### src/rtl/mux2_1_rr_arbiter_if.sv
// Handshake bundle between two requesters, the arbiter and the
// downstream consumer of the registered 2:1 mux output.
interface mux2_1_rr_arbiter_if #(
    parameter int DATA_W = 2
);
    logic              valid0;
    logic [DATA_W-1:0] data_in0;
    logic              ready0;
    logic              valid1;
    logic [DATA_W-1:0] data_in1;
    logic              ready1;
    logic              ready_out;
    logic              valid_out;
    logic [DATA_W-1:0] data_out;
    logic              selector;

    modport master (
        output valid0, data_in0,
        output valid1, data_in1,
        output ready_out,
        input  ready0, ready1,
        input  valid_out, data_out,
        input  selector
    );

    modport slave (
        input  valid0, data_in0,
        input  valid1, data_in1,
        input  ready_out,
        output ready0, ready1,
        output valid_out, data_out,
        output selector
    );
endinterface

### src/rtl/mux2_1_rr_arbiter.sv
// Round-robin arbiter driving a registered 2:1 mux with a burst limit.
// Define ARB_STATS_EN to add per-requester transfer counters.
module mux2_1_rr_arbiter #(
    parameter int DATA_W    = 2,
    parameter int MAX_BURST = 4
`ifdef ARB_STATS_EN
    ,
    parameter int CNT_W     = 7
`endif
) (
    input  logic                 clk,
    input  logic                 reset_L,
    mux2_1_rr_arbiter_if.slave   bus
`ifdef ARB_STATS_EN
    ,
    output logic [CNT_W-1:0]     grant_cnt0,
    output logic [CNT_W-1:0]     grant_cnt1
`endif
);

    localparam logic [1:0] IDLE   = 2'd0;
    localparam logic [1:0] GRANT0 = 2'd1;
    localparam logic [1:0] GRANT1 = 2'd2;

    localparam logic [3:0] LAST = 4'(MAX_BURST - 1);

    logic [1:0]        state;
    logic [1:0]        state_nxt;
    logic [3:0]        burst_cnt;
    logic [3:0]        burst_nxt;
    logic [3:0]        burst_inc;
    logic              last_grant;
    logic              last_nxt;
    logic              valid_q;
    logic [DATA_W-1:0] data_q;
    logic              slot_free;
    logic              rdy0;
    logic              rdy1;
    logic              xfer0;
    logic              xfer1;

    assign slot_free = !valid_q || bus.ready_out;

    assign rdy0 = reset_L && (state == GRANT0) && slot_free;
    assign rdy1 = reset_L && (state == GRANT1) && slot_free;

    assign xfer0 = bus.valid0 && rdy0;
    assign xfer1 = bus.valid1 && rdy1;

    assign bus.ready0    = rdy0;
    assign bus.ready1    = rdy1;
    assign bus.valid_out = valid_q;
    assign bus.data_out  = data_q;
    assign bus.selector  = (state == GRANT1);

    // A lone requester saturates here and keeps the grant.
    assign burst_inc = (burst_cnt == LAST) ? burst_cnt
                                           : burst_cnt + 4'd1;

    always_comb begin
        state_nxt = state;
        burst_nxt = burst_cnt;
        last_nxt  = last_grant;
        unique case (state)
            IDLE: begin
                if (bus.valid0 && bus.valid1)
                    state_nxt = last_grant ? GRANT0 : GRANT1;
                else if (bus.valid0)
                    state_nxt = GRANT0;
                else if (bus.valid1)
                    state_nxt = GRANT1;
            end
            GRANT0: begin
                if (xfer0 && burst_cnt == LAST && bus.valid1) begin
                    state_nxt = GRANT1;
                    burst_nxt = 4'd0;
                    last_nxt  = 1'b0;
                end else if (xfer0) begin
                    burst_nxt = burst_inc;
                end else if (!bus.valid0) begin
                    burst_nxt = 4'd0;
                    last_nxt  = 1'b0;
                    state_nxt = bus.valid1 ? GRANT1 : IDLE;
                end
            end
            GRANT1: begin
                if (xfer1 && burst_cnt == LAST && bus.valid0) begin
                    state_nxt = GRANT0;
                    burst_nxt = 4'd0;
                    last_nxt  = 1'b1;
                end else if (xfer1) begin
                    burst_nxt = burst_inc;
                end else if (!bus.valid1) begin
                    burst_nxt = 4'd0;
                    last_nxt  = 1'b1;
                    state_nxt = bus.valid0 ? GRANT0 : IDLE;
                end
            end
            default: state_nxt = IDLE;
        endcase
    end

    always_ff @(posedge clk) begin
        if (!reset_L) begin
            state      <= IDLE;
            burst_cnt  <= 4'd0;
            last_grant <= 1'b1;
        end else begin
            state      <= state_nxt;
            burst_cnt  <= burst_nxt;
            last_grant <= last_nxt;
        end
    end

    always_ff @(posedge clk) begin
        if (!reset_L) begin
            valid_q <= 1'b0;
            data_q  <= '0;
        end else if (xfer0) begin
            valid_q <= 1'b1;
            data_q  <= bus.data_in0;
        end else if (xfer1) begin
            valid_q <= 1'b1;
            data_q  <= bus.data_in1;
        end else if (bus.ready_out) begin
            valid_q <= 1'b0;
        end
    end

`ifdef ARB_STATS_EN
    always_ff @(posedge clk) begin
        if (!reset_L) begin
            grant_cnt0 <= '0;
            grant_cnt1 <= '0;
        end else begin
            if (xfer0)
                grant_cnt0 <= grant_cnt0 + 1'b1;
            if (xfer1)
                grant_cnt1 <= grant_cnt1 + 1'b1;
        end
    end
`endif

endmodule

### src/flat_wrapper.sv
// flat-port wrapper written by rule: the top's interface ports become plain ports
module mux2_1_rr_arbiter_flat 
#(
    parameter int DATA_W    = 2,
    parameter int MAX_BURST = 4

)
  (clk, reset_L, bus_valid0, bus_data_in0, bus_valid1, bus_data_in1, bus_ready_out, bus_ready0, bus_ready1, bus_valid_out, bus_data_out, bus_selector);
  mux2_1_rr_arbiter_if #(.DATA_W(DATA_W)) bus_i ();
  input  logic clk;
  input  logic reset_L;
  input wire logic [$bits(bus_i.valid0)-1:0] bus_valid0;
  input wire logic [$bits(bus_i.data_in0)-1:0] bus_data_in0;
  input wire logic [$bits(bus_i.valid1)-1:0] bus_valid1;
  input wire logic [$bits(bus_i.data_in1)-1:0] bus_data_in1;
  input wire logic [$bits(bus_i.ready_out)-1:0] bus_ready_out;
  output wire logic [$bits(bus_i.ready0)-1:0] bus_ready0;
  output wire logic [$bits(bus_i.ready1)-1:0] bus_ready1;
  output wire logic [$bits(bus_i.valid_out)-1:0] bus_valid_out;
  output wire logic [$bits(bus_i.data_out)-1:0] bus_data_out;
  output wire logic [$bits(bus_i.selector)-1:0] bus_selector;
  assign bus_i.valid0 = bus_valid0;
  assign bus_i.data_in0 = bus_data_in0;
  assign bus_i.valid1 = bus_valid1;
  assign bus_i.data_in1 = bus_data_in1;
  assign bus_i.ready_out = bus_ready_out;
  assign bus_ready0 = bus_i.ready0;
  assign bus_ready1 = bus_i.ready1;
  assign bus_valid_out = bus_i.valid_out;
  assign bus_data_out = bus_i.data_out;
  assign bus_selector = bus_i.selector;
  mux2_1_rr_arbiter #(.DATA_W(DATA_W), .MAX_BURST(MAX_BURST)) u_core (.clk(clk), .reset_L(reset_L), .bus(bus_i));
endmodule
### config.mk
export PLATFORM = sky130hd
export DESIGN_NAME = mux2_1_rr_arbiter_flat
export DESIGN_NICKNAME = d
export VERILOG_FILES = /design/src/rtl/mux2_1_rr_arbiter_if.sv /design/src/rtl/mux2_1_rr_arbiter.sv /design/src/flat_wrapper.sv
export SDC_FILE = /design/constraint.sdc
export NUM_CORES = 1
export LEC_CHECK = 0
export ABC_CLOCK_PERIOD_IN_PS = 1600
export BUFFER_PORTS_ARGS = -buffer_cell sky130_fd_sc_hd__buf_2
export CAP_MARGIN = 15
export CORE_MARGIN = 4
export CORE_UTILIZATION = 45
export CTS_CLUSTER_SIZE = 12
export DETAILED_ROUTE_END_ITERATION = 10
export HOLD_SLACK_MARGIN = 0.05
export PLACE_DENSITY = 0.82
export SYNTH_ARGS = -nofsm -noshare
export SYNTH_HDL_FRONTEND = slang
export SYNTH_SLANG_ARGS = --single-unit
### constraint.sdc
create_clock -name clk -period 1.6 [get_ports clk]
set_input_delay 0.08 -clock clk [delete_from_list [all_inputs] [get_ports clk]]
set_output_delay 0.08 -clock clk [all_outputs]
set_load 0.05 [all_outputs]
* Yosys cells after proc, flatten, opt, wreduce, memory -nomap -nowiden
Index checks and enable logic that the tools add are counted.
** Word-level totals
- Bits in registers :: 10
- Word-level logic and storage cells :: 69
- Output and inout port bits :: 6
- Input bits :: 9
** Cells by class
- $add $sub $neg :: 1
- Equality and inequality tests :: 10
- Reductions and logical operators :: 20
- Muxes and demuxes :: 33
** Operators by type and width (number)
- two-way mux 4 bit :: 7
- two-way mux 2 bit :: 13
- logical AND 1 bit :: 11
- two-way mux 1 bit :: 10
- AND reduction 5 bit :: 2
- != test 3 bit (second input constant) :: 3
- != test 4 x 3 -> 1 bit (second input constant) :: 2
- case mux 4 bit (2 select lines) :: 1
- case mux 2 bit (3 select lines) :: 1
- adder 4 x 1 -> 4 bit (second input constant) :: 1
- equality test 4 x 2 -> 1 bit (second input constant) :: 1
- != test 4 x 2 -> 1 bit (second input constant) :: 1
- nonzero test 2 bit :: 2
- != test 3 x 2 -> 1 bit (second input constant) :: 1
- AND reduction 3 bit :: 1
- nonzero test 3 bit :: 1
- equality test 2 x 1 -> 1 bit (second input constant) :: 1
- equality test 2 bit (second input constant) :: 1
- logical NOT 2 bit :: 1
- case mux 1 bit (2 select lines) :: 1
- logical NOT 1 bit :: 1
- logical OR 1 bit :: 1

* Longest topological paths before layout
Gate-level depths: netlist of the first run.
- Depth after elaboration :: 8
- Depth in mapped cells :: 6
- Gate-level depth less buffers :: 6

* Worst setup path before layout of the first run
Ideal clock, no wire load.
- Kind :: register to register
- Start point :: register u_core.state[0]
- End point :: register u_core.data_q[0] (netlist: u_core.bus.data_out[0])
- Cell stages (with the launch flop) :: 7
- Library setup time :: 0.086 ns
- Period minus slack after synthesis :: 1.976 ns
- Required time :: 1.514 ns
- Arrival :: 1.891 ns
- Buffers on the path :: 0
- Path slack :: -0.376 ns
- Cells stage by stage :: dfxtp_1 inv_1 ha_1 nand2_1 or3_1 mux2i_1 a211oi_1
** Between the ends
- Word-level cells in the longest chain between the ends :: 5
- Elaborated cells between the ends (all ways) :: 10
- Classes of those cells :: eq/ne (2); mux (1); reduce/logical (7)
** Ends and longest elaborated chain
- start, declared :: line mux2_1_rr_arbiter.sv:27 : logic [1:0] state;
- start signal, assigned :: line mux2_1_rr_arbiter.sv:109 : state <= state_nxt;
- equality test 2 bit
- named net bus_selector :: line flat_wrapper.sv:21 : output wire logic [$bits(bus_i.selector)-1:0] bus_selector;
- logical AND 1 bit (2 in a row) :: line mux2_1_rr_arbiter.sv:45 : assign rdy1 = reset_L && (state == GRANT1) && slot_free;
- logical AND 1 bit :: line mux2_1_rr_arbiter.sv:48 : assign xfer1 = bus.valid1 && rdy1;
- nonzero test 2 bit (no line)
- end signal, assigned :: line mux2_1_rr_arbiter.sv:121 : data_q <= bus.data_in0;
- end signal, assigned :: line mux2_1_rr_arbiter.sv:124 : data_q <= bus.data_in1;
- end, declared :: line mux2_1_rr_arbiter.sv:35 : logic [DATA_W-1:0] data_q;
The timed path passes the listed nets, and every way through them passes these cells.
A chain may end at the register's enable or synchronous reset.

* Final worst setup path of the first run
- Start point :: register u_core.burst_cnt[1]
- End point :: register u_core.state[1]
** Between the ends
- Word-level cells in the longest chain between the ends :: 5
- Elaborated cells between the ends (all ways) :: 13
- Classes of those cells :: eq/ne (5); mux (3); reduce/logical (5)
** Ends and longest elaborated chain
- start, declared :: line mux2_1_rr_arbiter.sv:29 : logic [3:0] burst_cnt;
- start signal, assigned :: line mux2_1_rr_arbiter.sv:110 : burst_cnt <= burst_nxt;
- equality test 4 x 2 -> 1 bit (*) :: line mux2_1_rr_arbiter.sv:74, mux2_1_rr_arbiter.sv:87
- logical AND 1 bit, on equally long branches (2 in a row) :: line mux2_1_rr_arbiter.sv:74, mux2_1_rr_arbiter.sv:87
- != test 3 bit (no line), or another cell as far along
- AND reduction 5 bit (no line) or case mux 2 bit (3 select lines) (tied branches)
Every way passes the cells marked *; elsewhere a longest branch is shown, timed or not.

==> flow_metrics.tcl, run 1 <==
set metrics [dict create \
    htreeDepth 1 \
    max_freq_mhz 601 \
    syn_to_final_growth_pct 45.4 \
    p_comb_frac 0.607 \
    antenna_found_initial 0 \
    grt-ovfl-total 0 \
    worstSkewPairLatency_ns 0.27 \
    skew_ns 0.00376 \
    cp.arrival_ns 1.84 \
    ys_ff_latch 10 \
    antenna_left 0 \
    ios 15 \
    report.final.setup_viol 2 \
    p_sw_uw 671 \
    start_util 0.488 \
    yosysTopAreaCellShare 0.266 \
    total_power_uw 1560 \
    leakagePower_uw 0.000473 \
    drive_above_1_share 0.545 \
    fp.dieArea_um2 2390 \
    async_reset_ff_frac 0 \
    start_kind "register" \
    synth.most_common_cell "dfxtp_1" \
    synthCells 89 \
    vias 838 \
    cts_tree "done" \
    synth_edf_count 0 \
    cts-root-buf "clkbuf_4" \
    power_switching_share 0.431 \
    power_frac_clock 0.153 \
    synthTopCellsByArea "dfxtp_1, ha_1, mux2i_1" \
    hp-class "input port to register" \
    p_per_area_nw_per_um2 1420 \
    vdd_drop_max_mv 0.723 \
    clk_pin_slew_ns 0.08 \
    die_h_um 48.9 \
    status "complete, but fails checks" \
    cts_hold_buf 0 \
    crit_required_ns 1.78 \
    drv_cap 0 \
    synth_cell_type_count 35 \
    finalHoldViolations 0 \
    port-buffer-count 14 \
    synth_warnings 0 \
    finalMaxSlewViolations 0 \
    nets 136 \
    syn-num-nets 103 \
    layout_setup_ws_ns -0.0630 \
    critical_path_class "register to register" \
    p_int_uw 887 \
    rsz0062_at_grt "yes" \
    failed_checks "setup timing" \
    drt_pre_antenna_iters 4 \
    finalCritPeriodShare 1.04 \
    drcViolationCount 0 \
    seq_area_frac_synth 0.266 \
    viasPerCell 6.12 \
    pwr-share-seq 0.240 \
    antenna_cells 0 \
    worst-path-max-fanout 3 \
    dp_hpwl_um 1560 \
    cts-root-to-sink-buffers 2 \
    fin_crit_ns 1.66 \
    grt_usage 0.195 \
    grt_pass1_vias 841 \
    cts.sinks 10 \
    grt_max_degree 14 \
    nFillCells 106 \
    synth_area_um2 752 \
    end_kind "register" \
    slew_headroom 0.706 \
    synth_area_leader_cell "dfxtp_1" \
    core_um2 1540 \
    avgSynthCellArea_um2 8.45 \
    worst_pin_slew_ns 0.440 \
    die_w_um 48.9 \
    avgRoutedWirePerCell_um 16.4 \
    rows 14 \
    routed_wl_um 2250 \
    place.gp.congestion 0.843 \
    synthTopCellsByCount "dfxtp_1, nand2_1, nor2_1, ha_1, inv_1" \
    synth_flop_cell "dfxtp_1" \
    grt_pass1_wl_um 3680 \
    first_iter_violations 31 \
    hold_slack_ns 0.0924 \
    cts_buffers 3 \
]
-- cell families (layout without fill, tap and decap cells) --
kind of cell	Yosys count	count (layout)	share of synthesized area
simple gates	43	43	0.368
flops	10	10	0.266
compound gates	20	20	0.175
fa+ha+maj	5	5	0.0832
buf+inv	7	39	0.0549
mux	4	4	0.0532
-- flip-flops by register name (all words and copies together), names as in the netlist --
register	count
u_core.bus.data_out	2
u_core.bus.valid_out	1
u_core.burst_cnt	4
u_core.state	2
u_core.last_grant	1
-- worst max-delay path: stages, from the launching register on --
cell,delay (ns)
dfxtp_2,0.35
ha_4,0.14
and4bb_2,0.29
a31oi_4,0.12
nor4_2,0.29
buf_4,0.16
mux2i_1,0.22
-- worst paths after layout --
check,start,to,slack [ns],cells past startpoint
worst max-delay path,u_core.burst_cnt[1]$_SDFFE_PN0P_,u_core.state[1]$_SDFFE_PN0P_,-0.06,6
worst min-delay path,bus_data_in0[1],u_core.bus.data_out[1]$_SDFFE_PN0P_,0.09,3
worst max register to register,u_core.burst_cnt[1]$_SDFFE_PN0P_,u_core.state[1]$_SDFFE_PN0P_,-0.06,6
worst min register to register,u_core.state[0]$_SDFFE_PN0P_,u_core.state[0]$_SDFFE_PN0P_,0.51,2
-- layout by cell type (no fill, tap or decap), drive strengths merged, types with 4 or more instances in the layout --
cell type and count:
clkbuf 4, nand4 4, o21ai 4, mux2i 4, ha 5, dfxtp 10
a31oi 4, nor2 7, buf 30, nand2 8, inv 5
-- metal layers --
layer / GRT usage / vias to the layer above / wire length (µm)
li1: - / 400 / -
met1: 0.191 / 382 / 886
met2: 0.330 / 46 / 1100
met3: 0.0795 / 10 / 185
met4: 0.130 / 0 / 78
met5: 0 / - / 0
-- power by group through the flow --
stage	Clock (µW)	Sequential [µW]	Combinational [µW]
final	239	374	946
after global routing	257	380	1030
after CTS	237	368	868
after detailed placement	0	362	816
after global placement	0	356	804
after floorplan	0	400	518
-- layout make-up --
class / instances / area [µm²] / area share
Clock buffer: 4 / 36.3 / 0.0332
Inverter: 5 / 21.3 / 0.0195
Multi-Input combinational cell: 72 / 614 / 0.562
Sequential cell: 10 / 211 / 0.193
Tap cell: 16 / 20.0 / 0.0183
Timing Repair Buffer: 30 / 190 / 0.174
-- repair_timing --
item,4_1_cts,5_1_grt
resized for setup,15,8
setup buffers,1,2
setup endpoints to repair,4,9
pin swaps,3,4
-- per-stage QoR --
stage                     area, µm²   util  TNS (ns)  instances  setup WS, ns
after floorplan                 773      -         0         89       0.00971
after global routing           1090  0.709    -0.361        137       -0.0995
after detailed placement        938  0.609    -0.179        130       -0.0748
final                          1090  0.709   -0.0819        137       -0.0630
after CTS                      1040  0.678   -0.0924        135       -0.0243
after global placement          938  0.609  -0.00378        130      -0.00378
Note: power is estimated with default switching activity, not from simulation.
==> inputs of run 2 (changes only) <==
--- a/config.mk
+++ b/config.mk
@@ -5,6 +5,7 @@
 export SDC_FILE = /design/constraint.sdc
 export NUM_CORES = 1
 export LEC_CHECK = 0
+export ABC_AREA = 1
 export ABC_CLOCK_PERIOD_IN_PS = 1600
 export BUFFER_PORTS_ARGS = -buffer_cell sky130_fd_sc_hd__buf_2
 export CAP_MARGIN = 15
@@ -12,7 +13,7 @@
 export CORE_UTILIZATION = 45
 export CTS_CLUSTER_SIZE = 12
 export DETAILED_ROUTE_END_ITERATION = 10
-export HOLD_SLACK_MARGIN = 0.05
+export HOLD_SLACK_MARGIN = 0.12
 export PLACE_DENSITY = 0.82
 export SYNTH_ARGS = -nofsm -noshare
 export SYNTH_HDL_FRONTEND = slang
==> run 2 against run 1 <==
Compared with the run above:
- sequential cell count unchanged
- largest power group unchanged
- synthesized cell count increased by 36%
- register-to-register slack improved by 0.19 ns
- largest cell class unchanged
- the flow now finishes without violations
- via count decreased by 1.6%
- highest routed layer unchanged
- clock power decreased by 28%
- clock skew about the same
- total power decreased by 15%
- final area decreased by 15%
- critical endpoint is now u_core.burst_cnt[3]$_SDFFE_PN0P_
==> flow_metrics.tcl, run 2 <==
set metrics [dict create \
    status "finished clean" \
    vdd_drop_max_mv 0.792 \
    cts_buffers 3 \
    routed_wl_um 1770 \
    layout_commonest_cell "nand2_1" \
    avgSynthCellArea_um2 6.43 \
    syn_to_final_growth_pct 19.8 \
    avgRoutedWirePerCell_um 11.3 \
    worst_pin_slew_ns 0.259 \
    synth_area_leader_cell "dfxtp_1" \
    grt_max_degree 13 \
    seqCellArea_um2 203 \
    finalCritPeriodShare 0.922 \
    synth_edf_count 0 \
    port-buffer-count 14 \
    post-route-cell-area_um2 932 \
    nFillCells 160 \
    path_depth 11 \
    cp-startpoint "u_core.state[1]$_SDFFE_PN0P_" \
    ys_ff_latch 10 \
    rsz0062_at_grt "no" \
    fin_crit_ns 1.48 \
    first_iter_violations 26 \
    report.final.setup_viol 0 \
    cts-root-buf "clkbuf_4" \
    grt_usage 0.157 \
    start_util 0.494 \
    end_kind "register" \
    cts-root-to-sink-buffers 2 \
    reg2regPathDepth 11 \
    crit_chain "inv_2, ha_2, nand2_1, inv_2, nand2_1, nand2_1, nand2_2, nor2_4, nand3_1, nand2_1, nor2_2" \
    synthCells 121 \
    vias 825 \
    seq_area_frac_synth 0.257 \
    grt_pass1_wl_um 3080 \
    start_kind "register" \
    crit_buf_inv 2 \
    antenna_found_initial 0 \
    endpoint "u_core.burst_cnt[3]$_SDFFE_PN0P_" \
    placedInstanceArea_um2 873 \
    leakagePower_uw 0.000476 \
    worstSkewPairLatency_ns 0.27 \
    synth.most_common_cell "nand2_1" \
    die_h_um 49.6 \
    drv_cap 0 \
    finalMaxSlewViolations 0 \
    top_register "u_core.burst_cnt" \
    fin_tns_setup_ns 0 \
    drt_pre_antenna_iters 5 \
    synthTopCellsByArea "dfxtp_1, nand2_1, ha_1" \
    max_freq_mhz 678 \
    nets 156 \
    grt-ovfl-total 0 \
    grt_pass1_vias 743 \
    antenna_left 0 \
    cts.sinks 10 \
    cpPeakStageDelay_ns 0.34 \
    synth_warnings 0 \
    p_per_area_nw_per_um2 1410 \
    viasPerCell 5.29 \
    ios 15 \
    path_common_cell "nand2_1" \
    cts_tree "done" \
    htreeDepth 1 \
    r2r-start "u_core.state[1]$_SDFFE_PN0P_" \
    synthTopCellsByCount "nand2_1, nor2_1, dfxtp_1, inv_1, a21oi_1" \
    syn-num-nets 135 \
    die_w_um 49.6 \
    skew_ns 0.00341 \
    crit_required_ns 1.77 \
    finalHoldViolations 0 \
    slew_headroom 0.827 \
    place.gp.congestion 0.838 \
    multiInputGateArea_um2 539 \
    drcViolationCount 0 \
    r2r_slack_ns 0.12 \
    synth_cell_type_count 23 \
    clk_pin_slew_ns 0.06 \
    critical_path_class "register to register" \
    cp_slowest_cell "dfxtp_2" \
    dp_hpwl_um 1360 \
    crit_family "simple AND/OR/NAND/NOR gates" \
    reg2reg_to "u_core.burst_cnt[3]$_SDFFE_PN0P_" \
    fp.dieArea_um2 2460 \
    layout_common_cells "nand2_1, buf_2, nor2_1" \
    largest_reg_flops 4 \
    async_reset_ff_frac 0 \
    worst-path-max-fanout 5 \
    cp.arrival_ns 1.64 \
    drive_above_1_share 0.307 \
    rows 14 \
    yosysTopAreaCellShare 0.257 \
    antenna_cells 0 \
    hp-class "input port to register" \
    core_um2 1580 \
    synth_flop_cell "dfxtp_1" \
    synth_area_um2 778 \
]
run 2: changes by cell type after synthesis, sizes merged, moves of 4 or more:
cell	change
nand2	+36
a31oi	-4
a21oi	+5
nand4	-4
nor2	+8
mux2i	-4
inv	+9
nand3	+8
run 2: timing repair:
action,in CTS,in global routing
hold endpoints to repair,1,0
gates resized for setup,0,6
buffers inserted,0,1
hold buffers,1,0
setup endpoints to repair,0,8
run 2: worst min path at each step:
stage / startpoint / endpoint / slack, ns / depth (start not counted)
global route: reset_L / u_core.last_grant$_SDFFE_PN1P_ / 0.14 / 2
detailed placement: bus_data_in1[0] / u_core.bus.data_out[0]$_SDFFE_PN0P_ / 0.38 / 3
global placement: bus_data_in1[1] / u_core.bus.data_out[1]$_SDFFE_PN0P_ / 0.38 / 3
finish: bus_data_in1[1] / u_core.bus.data_out[1]$_SDFFE_PN0P_ / 0.12 / 3
CTS: reset_L / u_core.last_grant$_SDFFE_PN1P_ / 0.13 / 2
floorplan: bus_data_in1[0] / u_core.bus.data_out[0]$_SDFFE_PN0P_ / 0.28 / 2
run 2: kinds of logic (layout without fill, tap and decap cells):
family,Yosys count,count (layout),share of synthesized area
flops,10,10,0.257
buf+inv,17,35,0.0868
xor+xnor,1,1,0.0113
fa+ha+maj,5,5,0.0804
simple gates,73,74,0.463
compound gates,15,15,0.101
run 2: where the power goes:
group          internal, µW  total, µW  leakage, µW  switching, µW
clock                  86.9        172    0.0000138           84.8
combinational           260        787     0.000380            528
sequential              311        358    0.0000825           46.9
run 2: area by class of cell:
| class | count | area share |
|---|---|---|
| clock buffer | 3 | 0.0242 |
| tap | 16 | 0.0215 |
| timing repair buffer | 16 | 0.0940 |
| sequential | 10 | 0.217 |
| inverter | 16 | 0.0644 |
| multi-input combinational | 95 | 0.579 |
run 2: metal layers:
metal  vias to the layer above  part of all wire  global-route usage
li1                        421                 -                   -
met1                       356              0.43               0.196
met2                        42              0.46               0.249
met3                         6             0.084              0.0392
met4                         0             0.025              0.0737
met5                         -                 0                   0
run 2: worst register-to-register path, stage by stage, from the launching register on:
cell and delay, ns:
dfxtp_2 0.34, inv_2 0.07, ha_2 0.18, nand2_1 0.06, inv_2 0.08, nand2_1 0.07
nand2_1 0.08, nand2_2 0.08, nor2_4 0.17, nand3_1 0.09, nand2_1 0.10, nor2_2 0.04
run 2: through the flow:
stage | cells | hold slack [ns] | power (µW) | utilization | setup WS (ns)
2_1_floorplan | 121 | 0.279 | 967 | - | 0.0493
3_5_place_dp | 150 | 0.382 | 1100 | 0.554 | 0.0777
5_1_grt | 156 | 0.135 | 1450 | 0.591 | 0.00964
3_3_place_gp | 150 | 0.376 | 1080 | 0.554 | 0.164
4_1_cts | 154 | 0.125 | 1280 | 0.575 | 0.0650
6_report | 156 | 0.124 | 1320 | 0.591 | 0.124
==> inputs of run 3 (changes only) <==
--- a/config.mk
+++ b/config.mk
@@ -5,7 +5,6 @@
 export SDC_FILE = /design/constraint.sdc
 export NUM_CORES = 1
 export LEC_CHECK = 0
-export ABC_AREA = 1
 export ABC_CLOCK_PERIOD_IN_PS = 1600
 export BUFFER_PORTS_ARGS = -buffer_cell sky130_fd_sc_hd__buf_2
 export CAP_MARGIN = 15
==> run 3 against run 2 <==
Compared with the run above:
- the flow now finishes with violations (setup timing)
- sequential share of layout area fell by 2.8 points
- fmax fell by 10%
- die area fell by 2.8%
- routed wire length rose by 28%
- hold slack improved by 0.040 ns
- core utilization rose by 13 points
- final area rose by 20%
- combinational power rose by 21%
- final cell count fell by 11%
- critical endpoint is now u_core.state[1]$_SDFFE_PN0P_
- highest routed layer unchanged
==> flow_metrics.tcl, run 3 (synthesis results as in run 1) <==
set metrics [dict create \
    status "complete, but fails checks" \
    failed_checks "setup timing" \
    post-route-cell-area_um2 1120 \
    worstSkewPairLatency_ns 0.27 \
    critical_path_class "register to register" \
    r2r-start "u_core.burst_cnt[1]$_SDFFE_PN0P_" \
    worst-path-max-fanout 3 \
    grt-ovfl-total 0 \
    crit_chain "ha_4, and4bb_2, a31oi_4, nor4_2, buf_4, mux2i_1" \
    place.gp.congestion 0.843 \
    first_iter_violations 16 \
    power_switching_share 0.431 \
    ios 15 \
    cp-startpoint "u_core.burst_cnt[1]$_SDFFE_PN0P_" \
    nets 138 \
    layout_setup_ws_ns -0.0431 \
    pwr-share-seq 0.239 \
    fp.dieArea_um2 2390 \
    r2r_slack_ns -0.04 \
    hp-class "input port to register" \
    antenna_cells 0 \
    grt_max_degree 14 \
    cp_slowest_cell "dfxtp_2" \
    start_util 0.488 \
    finalMaxSlewViolations 0 \
    dp_hpwl_um 1560 \
    largest_reg_flops 4 \
    cpPeakStageDelay_ns 0.36 \
    end_kind "register" \
    clk_pin_slew_ns 0.08 \
    vdd_drop_max_mv 0.771 \
    antenna_found_initial 0 \
    slew_headroom 0.708 \
    grt_pass1_vias 871 \
    drcViolationCount 0 \
    drv_cap 0 \
    layout_commonest_cell "buf_4" \
    syn_to_final_growth_pct 48.8 \
    fin_crit_ns 1.64 \
    fin_util 0.726 \
    placedInstanceArea_um2 938 \
    p_per_area_nw_per_um2 1400 \
    cts-root-buf "clkbuf_4" \
    port-buffer-count 14 \
    dp_slack_ns -0.0748 \
    grt_usage 0.200 \
    crit_required_ns 1.78 \
    finalCritPeriodShare 1.03 \
    p_int_uw 894 \
    endpoint "u_core.state[1]$_SDFFE_PN0P_" \
    p_sw_uw 676 \
    crit_family "simple AND/OR/NAND/NOR gates" \
    cts_tree "done" \
    start_kind "register" \
    path_depth 6 \
    layout_common_cells "buf_4, buf_2, nor2_1, nand2_1, dfxtp_1" \
    rows 14 \
    cp.arrival_ns 1.82 \
    reg2regPathDepth 6 \
    grt_pass1_wl_um 3800 \
    drive_above_1_share 0.537 \
    total_power_uw 1570 \
    drt_pre_antenna_iters 4 \
    viasPerCell 6.08 \
    finalHoldViolations 0 \
    worst_pin_slew_ns 0.438 \
    report.final.setup_viol 3 \
    leakagePower_uw 0.000489 \
    routed_wl_um 2270 \
    power_frac_clock 0.154 \
    cts_buffers 3 \
    vias 845 \
    rsz0062_at_grt "yes" \
    avgRoutedWirePerCell_um 16.3 \
    max_freq_mhz 609 \
    die_w_um 48.9 \
    antenna_left 0 \
    crit_buf_inv 1 \
    p_comb_frac 0.607 \
    fin_tns_setup_ns -0.0560 \
    skew_ns 0.00445 \
    reg2reg_to "u_core.state[1]$_SDFFE_PN0P_" \
    top_register "u_core.burst_cnt" \
    htreeDepth 1 \
    cts-root-to-sink-buffers 2 \
    core_um2 1540 \
    die_h_um 48.9 \
    cts.sinks 10 \
]
==> run 3: cell count changes in the layout (fill, tap and decap cells not counted), sizes merged, moves of 3 or more <==
cell	before	now
nand4	0	4
or2	3	0
nand3	10	2
inv	14	5
or3	0	3
a21oi	8	3
buf	15	30
nand2	44	8
a31oi	0	4
o21ai	7	4
a211oi	0	3
nor2	16	7
mux2i	0	4
==> run 3: worst min path at each step <==
stage | slack, ns | end | depth (start not counted) | from
final | 0.16 | u_core.bus.data_out[1]$_SDFFE_PN0P_ | 3 | bus_data_in1[1]
after global routing | 0.19 | u_core.last_grant$_SDFFE_PN1P_ | 3 | reset_L
after global placement | 0.37 | u_core.bus.data_out[0]$_SDFFE_PN0P_ | 3 | bus_data_in0[0]
after floorplan | 0.26 | u_core.bus.data_out[0]$_SDFFE_PN0P_ | 2 | bus_data_in0[0]
after detailed placement | 0.38 | u_core.bus.data_out[0]$_SDFFE_PN0P_ | 3 | bus_data_in0[0]
after CTS | 0.17 | u_core.bus.data_out[0]$_SDFFE_PN0P_ | 3 | bus_data_in1[0]
==> run 3: worst min-delay path: cells and delay by family <==
family / cells / cell delay (ns)
compound gates: 1 / 0.09
buf+inv: 1 / 0.09
mux: 1 / 0.13
==> run 3: power groups by stage <==
stage,clock network (µW),logic (µW),registers [µW]
6_report,242,953,375
5_1_grt,257,1040,380
4_1_cts,237,871,368
3_5_place_dp,0,816,362
3_3_place_gp,0,804,356
2_1_floorplan,0,518,400
==> run 3: layout make-up <==
class | count | area (µm²)
Inverter | 5 | 21.3
Fill cell | 104 | 423
Sequential cell | 10 | 211
Tap cell | 16 | 20.0
Multi-Input combinational cell | 72 | 619
Clock buffer | 4 | 36.3
Timing Repair Buffer | 32 | 210
==> run 3: layer usage <==
metal	GRT usage	wire length, µm	vias up
li1	-	-	405
met1	0.195	904	389
met2	0.343	1120	43
met3	0.0795	168	8
met4	0.130	73	0
met5	0	0	-
==> run 3: timing repair <==
action	CTS	global route
hold endpoints to repair	2	0
endpoints found under the setup margin	4	9
setup buffers	1	2
resized for setup	15	9
pin swaps	3	3
hold buffers	2	0
==> run 3: through the flow <==
stage / hold slack (ns) / instances
5_1_grt: 0.194 / 139
3_3_place_gp: 0.371 / 130
6_report: 0.164 / 139
2_1_floorplan: 0.260 / 89
3_5_place_dp: 0.379 / 130
4_1_cts: 0.166 / 137
